File: config.mk
export PLATFORM = sky130hd
export DESIGN_NAME = mux9_rr_arbiter
export DESIGN_NICKNAME = d
export VERILOG_FILES = /design/src/rtl/mux9_rr_arbiter.sv
export SDC_FILE = /design/constraint.sdc
export NUM_CORES = 1
export LEC_CHECK = 0
export CAP_MARGIN = 15
export CORE_MARGIN = 1
export CORE_UTILIZATION = 54
export DETAILED_ROUTE_END_ITERATION = 10
export HOLD_SLACK_MARGIN = 0.08
export PLACE_DENSITY = 0.77
export SYNTH_ARGS = -nofsm -noshare
export SYNTH_HDL_FRONTEND = slang
export SYNTH_SLANG_ARGS = --single-unit
File: constraint.sdc
create_clock -name clk_i -period 5.2 [get_ports clk_i]
set_input_delay 1.04 -clock clk_i [delete_from_list [all_inputs] [get_ports clk_i]]
set_output_delay 1.04 -clock clk_i [all_outputs]
set_load 0.02 [all_outputs]
File: src/rtl/mux9_rr_arbiter.sv
// Round-robin arbiter and sequencer for the shared 9-input source mux.
// Picks one requester fairly, holds the mux select while the consumer
// handshakes, pulses a per-source completion, and aborts stalled grants
// through a wait-cycle watchdog. Every output comes straight from a flop.
module mux9_rr_arbiter #(
   parameter int unsigned TIMEOUT = 16
) (
   input  logic       clk_i,
   input  logic       reset_i,
   input  logic [8:0] req_i,
   input  logic       out_ready_i,
   output logic [3:0] sel_o,
   output logic [8:0] gnt_o,
   output logic       out_valid_o,
   output logic [8:0] done_o,
   output logic       timeout_err_o,
   output logic       busy_o
);

   typedef enum logic {IDLE, GRANT} state_t;

   state_t     state_q, state_d;
   logic [3:0] ptr_q, ptr_d;
   logic [7:0] cnt_q, cnt_d;
   logic [3:0] sel_q, sel_d;
   logic [8:0] gnt_q, gnt_d;
   logic       ovld_q, ovld_d;
   logic [8:0] done_q, done_d;
   logic       terr_q, terr_d;
   logic       busy_q, busy_d;

   logic       found;
   logic [3:0] win;
   logic [4:0] idx;
   logic [3:0] ptr_after;
   logic       to_hit;

   // Search order ptr, ptr+1, ... wrapping at 9; first asserted request wins.
   always_comb begin
      found = 1'b0;
      win   = '0;
      idx   = '0;
      for (int k = 0; k < 9; k++) begin
         idx = 5'(ptr_q) + 5'(k);
         if (idx >= 5'd9) idx = idx - 5'd9;
         if (!found && req_i[idx]) begin
            found = 1'b1;
            win   = idx[3:0];
         end
      end
   end

   // Pointer moves past the served source; watchdog compares the saturating wait count.
   always_comb begin
      ptr_after = (sel_q == 4'd8) ? 4'd0 : sel_q + 4'd1;
      to_hit    = (TIMEOUT != 0) && (cnt_q == 8'(TIMEOUT - 1));
   end

   // Next-state and registered-output logic for the IDLE/GRANT machine.
   always_comb begin
      state_d = state_q;
      ptr_d   = ptr_q;
      cnt_d   = cnt_q;
      sel_d   = sel_q;
      gnt_d   = gnt_q;
      ovld_d  = ovld_q;
      busy_d  = busy_q;
      done_d  = '0;
      terr_d  = 1'b0;
      case (state_q)
         IDLE: begin
            gnt_d  = '0;
            ovld_d = 1'b0;
            busy_d = 1'b0;
            cnt_d  = '0;
            if (found) begin
               state_d = GRANT;
               sel_d   = win;
               gnt_d   = 9'd1 << win;
               ovld_d  = 1'b1;
               busy_d  = 1'b1;
            end
         end
         GRANT: begin
            // Accept wins over timeout, which wins over withdraw.
            if (out_ready_i || to_hit || ((req_i & gnt_q) == '0)) begin
               state_d = IDLE;
               gnt_d   = '0;
               ovld_d  = 1'b0;
               busy_d  = 1'b0;
               cnt_d   = '0;
               if (out_ready_i) begin
                  done_d = gnt_q;
                  ptr_d  = ptr_after;
               end else if (to_hit) begin
                  terr_d = 1'b1;
                  ptr_d  = ptr_after;
               end
            end else if (cnt_q != 8'hFF) begin
               cnt_d = cnt_q + 8'd1;
            end
         end
         default: state_d = IDLE;
      endcase
   end

   // State and output registers; reset clears everything immediately.
   always_ff @(posedge clk_i or posedge reset_i) begin
      if (reset_i) begin
         state_q <= IDLE;
         ptr_q   <= '0;
         cnt_q   <= '0;
         sel_q   <= '0;
         gnt_q   <= '0;
         ovld_q  <= 1'b0;
         done_q  <= '0;
         terr_q  <= 1'b0;
         busy_q  <= 1'b0;
      end else begin
         state_q <= state_d;
         ptr_q   <= ptr_d;
         cnt_q   <= cnt_d;
         sel_q   <= sel_d;
         gnt_q   <= gnt_d;
         ovld_q  <= ovld_d;
         done_q  <= done_d;
         terr_q  <= terr_d;
         busy_q  <= busy_d;
      end
   end

   assign sel_o         = sel_q;
   assign gnt_o         = gnt_q;
   assign out_valid_o   = ovld_q;
   assign done_o        = done_q;
   assign timeout_err_o = terr_q;
   assign busy_o        = busy_q;

endmodule

==> results by stage, run 1 <==
Yosys:
- Counting flops with a built-in enable in the synthesized netlist gives 0.
- After synthesis, the share of flip-flops with an asynchronous set or reset is 100%.
- In this run the biggest area consumer among cell types represents 16.3% of the synthesized area.
- The average size of a mapped cell is 7.62 um2.
- The cell count after synthesis is 743.
- The predominant post-synthesis flop cell is dfrtp_1.
- The post-synthesis instance area is 5660 um2.
- In the post-synthesis netlist, the cell with the most instances is nand2_1.
- Yosys printed 0 warnings.
- The synthesized design contains 37 register bits.
- Yosys attributes the largest share of cell area to dfrtp_1, ha_1, nand2_1.
- The commonest cells after synthesis are nand2_1, nor2_1, nand3_1.
- The number of distinct library cells after synthesis is 90.
- The dominant cell type by area after synthesis is dfrtp_1.
- The sequential-to-total area share from yosys stat is 16.3%.
- The number of nets handed over by synthesis was 779.

Status:
- The flow ran to the end, and the final reports show no timing, DRC or antenna violations.

Drt:
- In this run the remaining antenna-violating nets after routing total 0.
- The remaining routing DRC violations is 0.
- The total iterations of the first detailed-routing run is 7.
- Using the TritonRoute via totals, the vias-per-cell ratio works out to 7.24.
- The routed layout has 6547 vias.
- Wires add up to 21.3 mm.
- The routed length per instance is 23.5 um.
- The number of DRC markers after the initial detailed-route iteration is 713.

Floorplanning:
- In this run the count of I/O pins placed on the die edge is 37.
- The number of placement rows is 37.
- The starting utilization of the core area is 55.4%.
- The die covers 10900 um2.
- The die outline height is 104 um.
- Measured along the x axis, the die boundary spans 104 um.
- The total area inside the core boundary comes to 10200 um2.

STA:
- Setup repair after global routing left no endpoint under its margin.
- In this run the tightest slew margin relative to its limit is 42.4%.
- The total negative slack is 0 ns.
- After layout, the worst path uses 95.2% of the clock period.
- Timing would allow up to 0.202 GHz.
- The final critical path time including I/O delays and setup is 4.95 ns.
- The transition at the pin with the smallest max-transition slack is 0.862 ns.
- The total count of hold-check failures in the final report was 0.
- The worst slack on hold paths is 0.520 ns.
- The number of max-slew violations in the final report is 0.
- The worst clock skew is 0.00966 ns.
- The final count of negative-setup-slack endpoints is 0.

CTS:
- The clock transition time at the flip-flop clock pins of the worst setup and hold paths is 0.09 ns.
- Buffers inserted during clock tree synthesis total 5.
- The number of post-CTS setup repair buffers is 0.
- The number of clock sinks is 37.
- The H-tree depth reported by CTS is 2.
- The clock latency on the worst-skew pair is 0.30 ns.
- The number of gates resized after CTS is 0.
- In this run the deepest clock path goes through 2 buffers.
- Hold repair after CTS inserted 0 buffers.
- The clock tree from TritonCTS is yes.
- Clock tree synthesis selected as its root buffer the cell clkbuf_8.

Cells and area:
- Cells with a size suffix above 1 make up 10.7% of the layout.
- At the end of the flow, the number of nets in the layout was 802.
- The post-layout instance count excluding filler cells is 904.
- The layout overhead on the synthesized area is 10.4%.
- Measured on the finished design, the core utilization comes to 61.1%.

Global route:
- The maximum number of pins on one net before global-route repair is 42.
- The initial antenna violation count is 1.
- The total overflow reported by the global router is 0.
- Global routing used 38.8% of the available tracks across all layers.
- The first global-routing pass estimated 33.5 mm of wire.
- The number of global-route vias before repair was 6109.

Worst setup path:
- The critical path ends at gnt_o[7]$_DFFE_PP0P_.
- The worst endpoint required time is 5.40 ns.
- The source of the worst register-to-register timing path is ptr_q[2]$_DFFE_PP0P_.
- The sort of element at the end of the critical path is a flip-flop.
- Tracing the worst setup path back leads to its startpoint at ptr_q[2]$_DFFE_PP0P_.
- The worst setup path is of the flip-flop to flip-flop kind.
- Setup slack on the worst reg-to-reg path comes out at 0.25 ns.
- The depth of the worst register-to-register path is 14.
- The endpoint identified for the worst register-to-register timing path is gnt_o[7]$_DFFE_PP0P_.
- The worst setup path is launched from a flip-flop.
- In this run the worst path has a maximum fanout of 13.
- The critical path data arrival time is 5.15 ns.

Placement:
- The final weighted congestion in routability-driven placement is 1.01.
- Buffers placed on the I/O ports in this run total 36.
- The wire-length estimate of the detail-placed layout is 15.7 mm.
- In this run, placement finished with an instance count of 894.

Min path:
- The type of the worst min-delay path is flip-flop to flip-flop.

Job:
- The reported max-cap violation count is 0.
-- worst min path at each step --
stage	slack, ns	from	end	cells past startpoint
floorplan	0.49	cnt_q[7]$_DFFE_PP0P_	cnt_q[7]$_DFFE_PP0P_	1
global placement	0.50	busy_o$_DFFE_PP0P_	busy_o$_DFFE_PP0P_	2
detailed placement	0.50	busy_o$_DFFE_PP0P_	busy_o$_DFFE_PP0P_	2
CTS	0.52	busy_o$_DFFE_PP0P_	busy_o$_DFFE_PP0P_	2
global route	0.57	busy_o$_DFFE_PP0P_	busy_o$_DFFE_PP0P_	2
finish	0.52	busy_o$_DFFE_PP0P_	busy_o$_DFFE_PP0P_	2
-- logic make-up after synthesis --
kind of cell               after synthesis  share of synthesized area (%)
muxes                                   26                           5.12
and+or+nand+nor                        299                           27.4
adders and majority gates               24                           5.30
AOI/OAI and AO/OA                      257                           34.2
xor gates and xnor gates                27                           4.57
buffers and inverters                   73                           7.05
DFF                                     37                           16.3
-- through the flow --
stage                     cell area, um2  setup slack (ns)
after floorplan                     5660             0.294
after global placement              6110             0.421
after detailed placement            6110             0.290
after CTS                           6250             0.352
after global routing                6250           0.00814
final                               6250             0.250
-- worst max-delay path, stage by stage, from the launching register on --
cell and delay (ns):
dfrtp_1 0.64, inv_2 0.26, ha_1 0.33, ha_1 0.48, inv_1 0.15, o211a_1 0.36, mux2i_1 0.22, o32a_1 0.41
o22ai_2 0.20, buf_4 0.19, or3b_1 0.25, o31ai_4 0.08, or4_1 0.65, a221o_1 0.38, o31ai_1 0.24
-- routing by layer --
metal | track usage (%) | part of all wire (%) | vias to the layer above
met2 | 62.6 | 44 | 507
met1 | 47.5 | 38 | 3034
met5 | 0 | 0 | -
met4 | 23.2 | 6.7 | 0
li1 | - | - | 2891
met3 | 7.71 | 11 | 115
-- cell usage in the layout, fill, tap and decap left out, drive strengths merged, types with 8 or more instances in the layout --
cell type | netlist | routed
a211o | 8 | 8
a211oi | 11 | 11
a21boi | 11 | 11
a21oi | 42 | 42
a22oi | 10 | 10
a31oi | 13 | 13
and2 | 11 | 11
and3 | 13 | 13
buf | 33 | 31
clkdlybuf4s50 | 0 | 36
dfrtp | 37 | 37
ha | 24 | 24
inv | 19 | 20
mux2i | 21 | 21
nand2 | 76 | 76
nand2b | 18 | 18
nand3 | 39 | 39
nor2 | 52 | 52
nor2b | 15 | 15
nor3 | 24 | 24
o211ai | 14 | 14
o21ai | 41 | 41
o31ai | 10 | 10
or3 | 8 | 8
xnor2 | 23 | 23
-- cell type report --
type	instances	area (um2)
diodes	1	2.50
clock buffers	5	68.8
clock inverters	3	68.8
fillers	972	3980
inverters	21	78.8
multi-input cells	633	4340
flip-flops and latches	37	927
well taps	136	170
repair buffers	68	598
-- flip-flops by register name (all words and copies together) (netlist names) --
name and cells:
busy_o 1, cnt_q 8, done_o 9, gnt_o 9, ptr_q 4, sel_o 4
state_q 1, timeout_err_o 1
Power of run 1 is left out: the tool's default activity adds up to more than one toggle a clock period on the data nets, which glitch-free logic cannot reach.
==> run 2: changes to the inputs <==
--- a/config.mk
+++ b/config.mk
@@ -7,10 +7,11 @@
 export LEC_CHECK = 0
 export CAP_MARGIN = 15
 export CORE_MARGIN = 1
-export CORE_UTILIZATION = 54
+export CORE_UTILIZATION = 56
+export CTS_CLUSTER_DIAMETER = 40
 export DETAILED_ROUTE_END_ITERATION = 10
 export HOLD_SLACK_MARGIN = 0.08
-export PLACE_DENSITY = 0.77
+export PLACE_DENSITY = 0.78
 export SYNTH_ARGS = -nofsm -noshare
 export SYNTH_HDL_FRONTEND = slang
 export SYNTH_SLANG_ARGS = --single-unit
==> results by stage, run 2 (same netlist as run 1, synthesis figures left out) <==
Status:
- Run status: finished clean (unchanged).

Cells and area:
- The leading cell type in the layout, fill and taps excluded is nand2_1 (unchanged).
- The final net count is 808 (was 802).
- The layout cell share with drive strength beyond 1 is 11.4% (was 10.7%).
- The number of antenna repair diodes is 0 (was 1).
- Commonest cells after routing, fill and taps aside: nand2_1, nor2_1, nand3_1, a21oi_1 (unchanged).
- The layout overhead on the synthesized area came to 10.8% (was 10.4%).

STA:
- The final count of negative-setup-slack endpoints is 0 (unchanged).
- The worst clock skew is 0.0117 ns (was 0.00966 ns).
- The worst slack on hold paths is 0.553 ns (was 0.520 ns).
- The transition at the pin with the smallest max-transition slack is 0.779 ns (was 0.862 ns).
- The worst max-slew margin expressed relative to the limit was 48.1% (was 42.4%).
- The final critical-path share of the clock period is 94.5% (was 95.2%).
- The total count of hold-check failures in the final report was 0 (unchanged).
- The final critical path time including I/O delays and setup came to 4.91 ns (was 4.95 ns).
- RSZ-0062 raised after global routing: no (unchanged).
- The total negative slack is 0 ns (unchanged).
- The number of max-slew violations in the final report is 0 (unchanged).
- The maximum clock rate came to 0.204 GHz (was 0.202 GHz).

Worst setup path:
- The maximum fanout along the worst path is 14 (was 13).
- The most numerous cell on the critical path is o31ai_1 (was ha_1).
- Cells along the critical path: clkinv_1 -> ha_1 -> buf_4 -> nand2b_1 -> o211ai_1 -> a2bb2oi_1 -> nand2_1 -> o31ai_1 -> nand4_1 -> or3b_1 -> o31ai_4 -> or4_1 -> a221o_1 -> o31ai_1 (was inv_2 -> ha_1 -> ha_1 -> inv_1 -> o211a_1 -> mux2i_1 -> o32a_1 -> o22ai_2 -> buf_4 -> or3b_1 -> o31ai_4 -> or4_1 -> a221o_1 -> o31ai_1).
- The type of origin of the critical path is a flip-flop (unchanged).
- The depth of the worst register-to-register path is 14 (unchanged).
- The critical path data arrival time was 5.10 ns (was 5.15 ns).
- The biggest cell delay along the critical path is 0.67 ns (was 0.65 ns).
- The library cell contributing the largest single delay on the critical path is or4_1 (unchanged).
- The register-to-register setup slack is 0.29 ns (was 0.25 ns).
- The worst endpoint required time is 5.39 ns (was 5.40 ns).
- The critical path class is flip-flop to flip-flop (unchanged).
- The sort of element at the end of the critical path is a flip-flop (unchanged).
- The endpoint of the most critical register-to-register path is gnt_o[6]$_DFFE_PP0P_ (was gnt_o[7]$_DFFE_PP0P_).
- The source of the worst register-to-register timing path is ptr_q[1]$_DFFE_PP0P_ (was ptr_q[2]$_DFFE_PP0P_).

Min path:
- The worst hold path endpoint is busy_o$_DFFE_PP0P_ (unchanged).
- The number of cells traversed by the worst hold path is 2 (unchanged).
- The startpoint of the worst hold path is busy_o$_DFFE_PP0P_ (unchanged).
- The type of the worst min-delay path is flip-flop to flip-flop (unchanged).

Placement:
- The number of port buffers is 36 (unchanged).
- The sum of net half-perimeters after detailed placement came to 15.7 mm (about the same).
- The final weighted congestion in routability-driven placement was 1.05 (was 1.01).

Drt:
- The average via count per standard cell is 7.19 (was 7.24).
- The remaining routing DRC violations is 0 (unchanged).
- The total detailed-routing wirelength is 20.9 mm (was 21.3 mm).
- The number of DRC markers after the initial detailed-route iteration is 779 (was 713).
- The overall via count from detail_route was 6503 (was 6547).
- The routed length per instance is 23.0 um (was 23.5 um).
- The total iterations of the first detailed-routing run is 6 (was 7).
- The final antenna-violating net count is 0 (unchanged).

Global route:
- The overall track demand over capacity in global routing is 40.1% (was 38.8%).
- The wire length of the first global-routing pass is 31.9 mm (was 33.5 mm).
- The initial antenna violation count came to 0 (was 1).
- The number of global-route vias before repair is 5956 (was 6109).
- The maximum number of pins on one net before global-route repair is 51 (was 42).
- The total overflow reported by the global router is 0 (unchanged).

CTS:
- The hold buffer count at cts is 0 (unchanged).
- The clock transition time at the flip-flop clock pins of the worst setup and hold paths came to 0.08 ns (was 0.09 ns).
- The deepest clock path buffer count is 2 (unchanged).
- The number of buffers added by the clock tree synthesis step is 5 (unchanged).
- The clock latency on the worst-skew pair is 0.30 ns (about the same).
- The number of clock sinks came to 37 (unchanged).
- The root cell of the clock tree is clkbuf_8 (unchanged).
- The H-tree depth reported by CTS came to 2 (unchanged).
- The clock tree from TritonCTS was yes (unchanged).

Floorplanning:
- The top-level I/O count was 37 (unchanged).
- The horizontal die dimension came to 103 um (was 104 um).
- The overall die area is 10500 um2 (was 10900 um2).
- The number of placement rows came to 36 (was 37).
- The starting utilization of the core area is 57.9% (was 55.4%).
- The core region area is 9770 um2 (was 10200 um2).
- The die outline height is 103 um (was 104 um).

Job:
- The reported max-cap violation count was 0 (unchanged).
run 2: changes by cell type in the layout (fill, tap and decap cells not counted):
cell       change
clkinv_2       +1
ha_2           +1
buf_2          +1
ha_1           -1
clkbuf_2       -1
buf_12         +1
diode_2        -1
bufinv_16      -1
buf_4          +5
inv_6          -1
run 2: timing repair:
item                                    CTS  global route
gates resized for setup                   0             1
buffers inserted                          0             0
endpoints found under the setup margin    0             4
run 2: worst max-delay path: cells and delay by family, from the launching register on:
kind                       cells  cell delay (ns)
and+or+nand+nor                5             1.72
AOI/OAI and AO/OA              6             1.45
adders and majority gates      1             0.66
buffers and inverters          2             0.51
DFF                            1             0.45
run 2: worst max path at each step:
stage | from | end | slack [ns] | cells past startpoint
finish | ptr_q[1]$_DFFE_PP0P_ | gnt_o[6]$_DFFE_PP0P_ | 0.29 | 14
floorplan | ptr_q[1]$_DFFE_PP0P_ | gnt_o[6]$_DFFE_PP0P_ | 0.29 | 18
global placement | req_i[0] | gnt_o[7]$_DFFE_PP0P_ | 0.59 | 12
global route | ptr_q[1]$_DFFE_PP0P_ | gnt_o[6]$_DFFE_PP0P_ | 0.02 | 13
detailed placement | ptr_q[1]$_DFFE_PP0P_ | gnt_o[6]$_DFFE_PP0P_ | 0.40 | 13
CTS | ptr_q[1]$_DFFE_PP0P_ | gnt_o[6]$_DFFE_PP0P_ | 0.37 | 13
run 2: layer usage:
metal	GRT usage (%)	wire length, um	vias to the layer above
met3	5.22	2140	101
li1	-	-	2894
met5	0	0	-
met2	63.6	9300	450
met1	51.0	8050	3058
met4	26.9	1360	0
run 2: through the flow:
step                      setup slack [ns]  util (%)  cells  cell area (um2)
final                                0.288      64.2    905             6270
after global routing                0.0155      64.2    905             6270
after CTS                            0.375      64.1    904             6270
after detailed placement             0.398      63.0    897             6160
after global placement               0.594      63.0    897             6160
after floorplan                      0.294         -    743             5660
run 2: layout make-up:
type | count | area, um2
clock buffer | 5 | 68.8
clock inverter | 2 | 35.0
fill | 880 | 3500
inverter | 21 | 78.8
multi-input combinational | 633 | 4340
sequential | 37 | 927
tap | 133 | 166
timing repair buffer | 74 | 656
Power of run 2 is left out for the same reason.
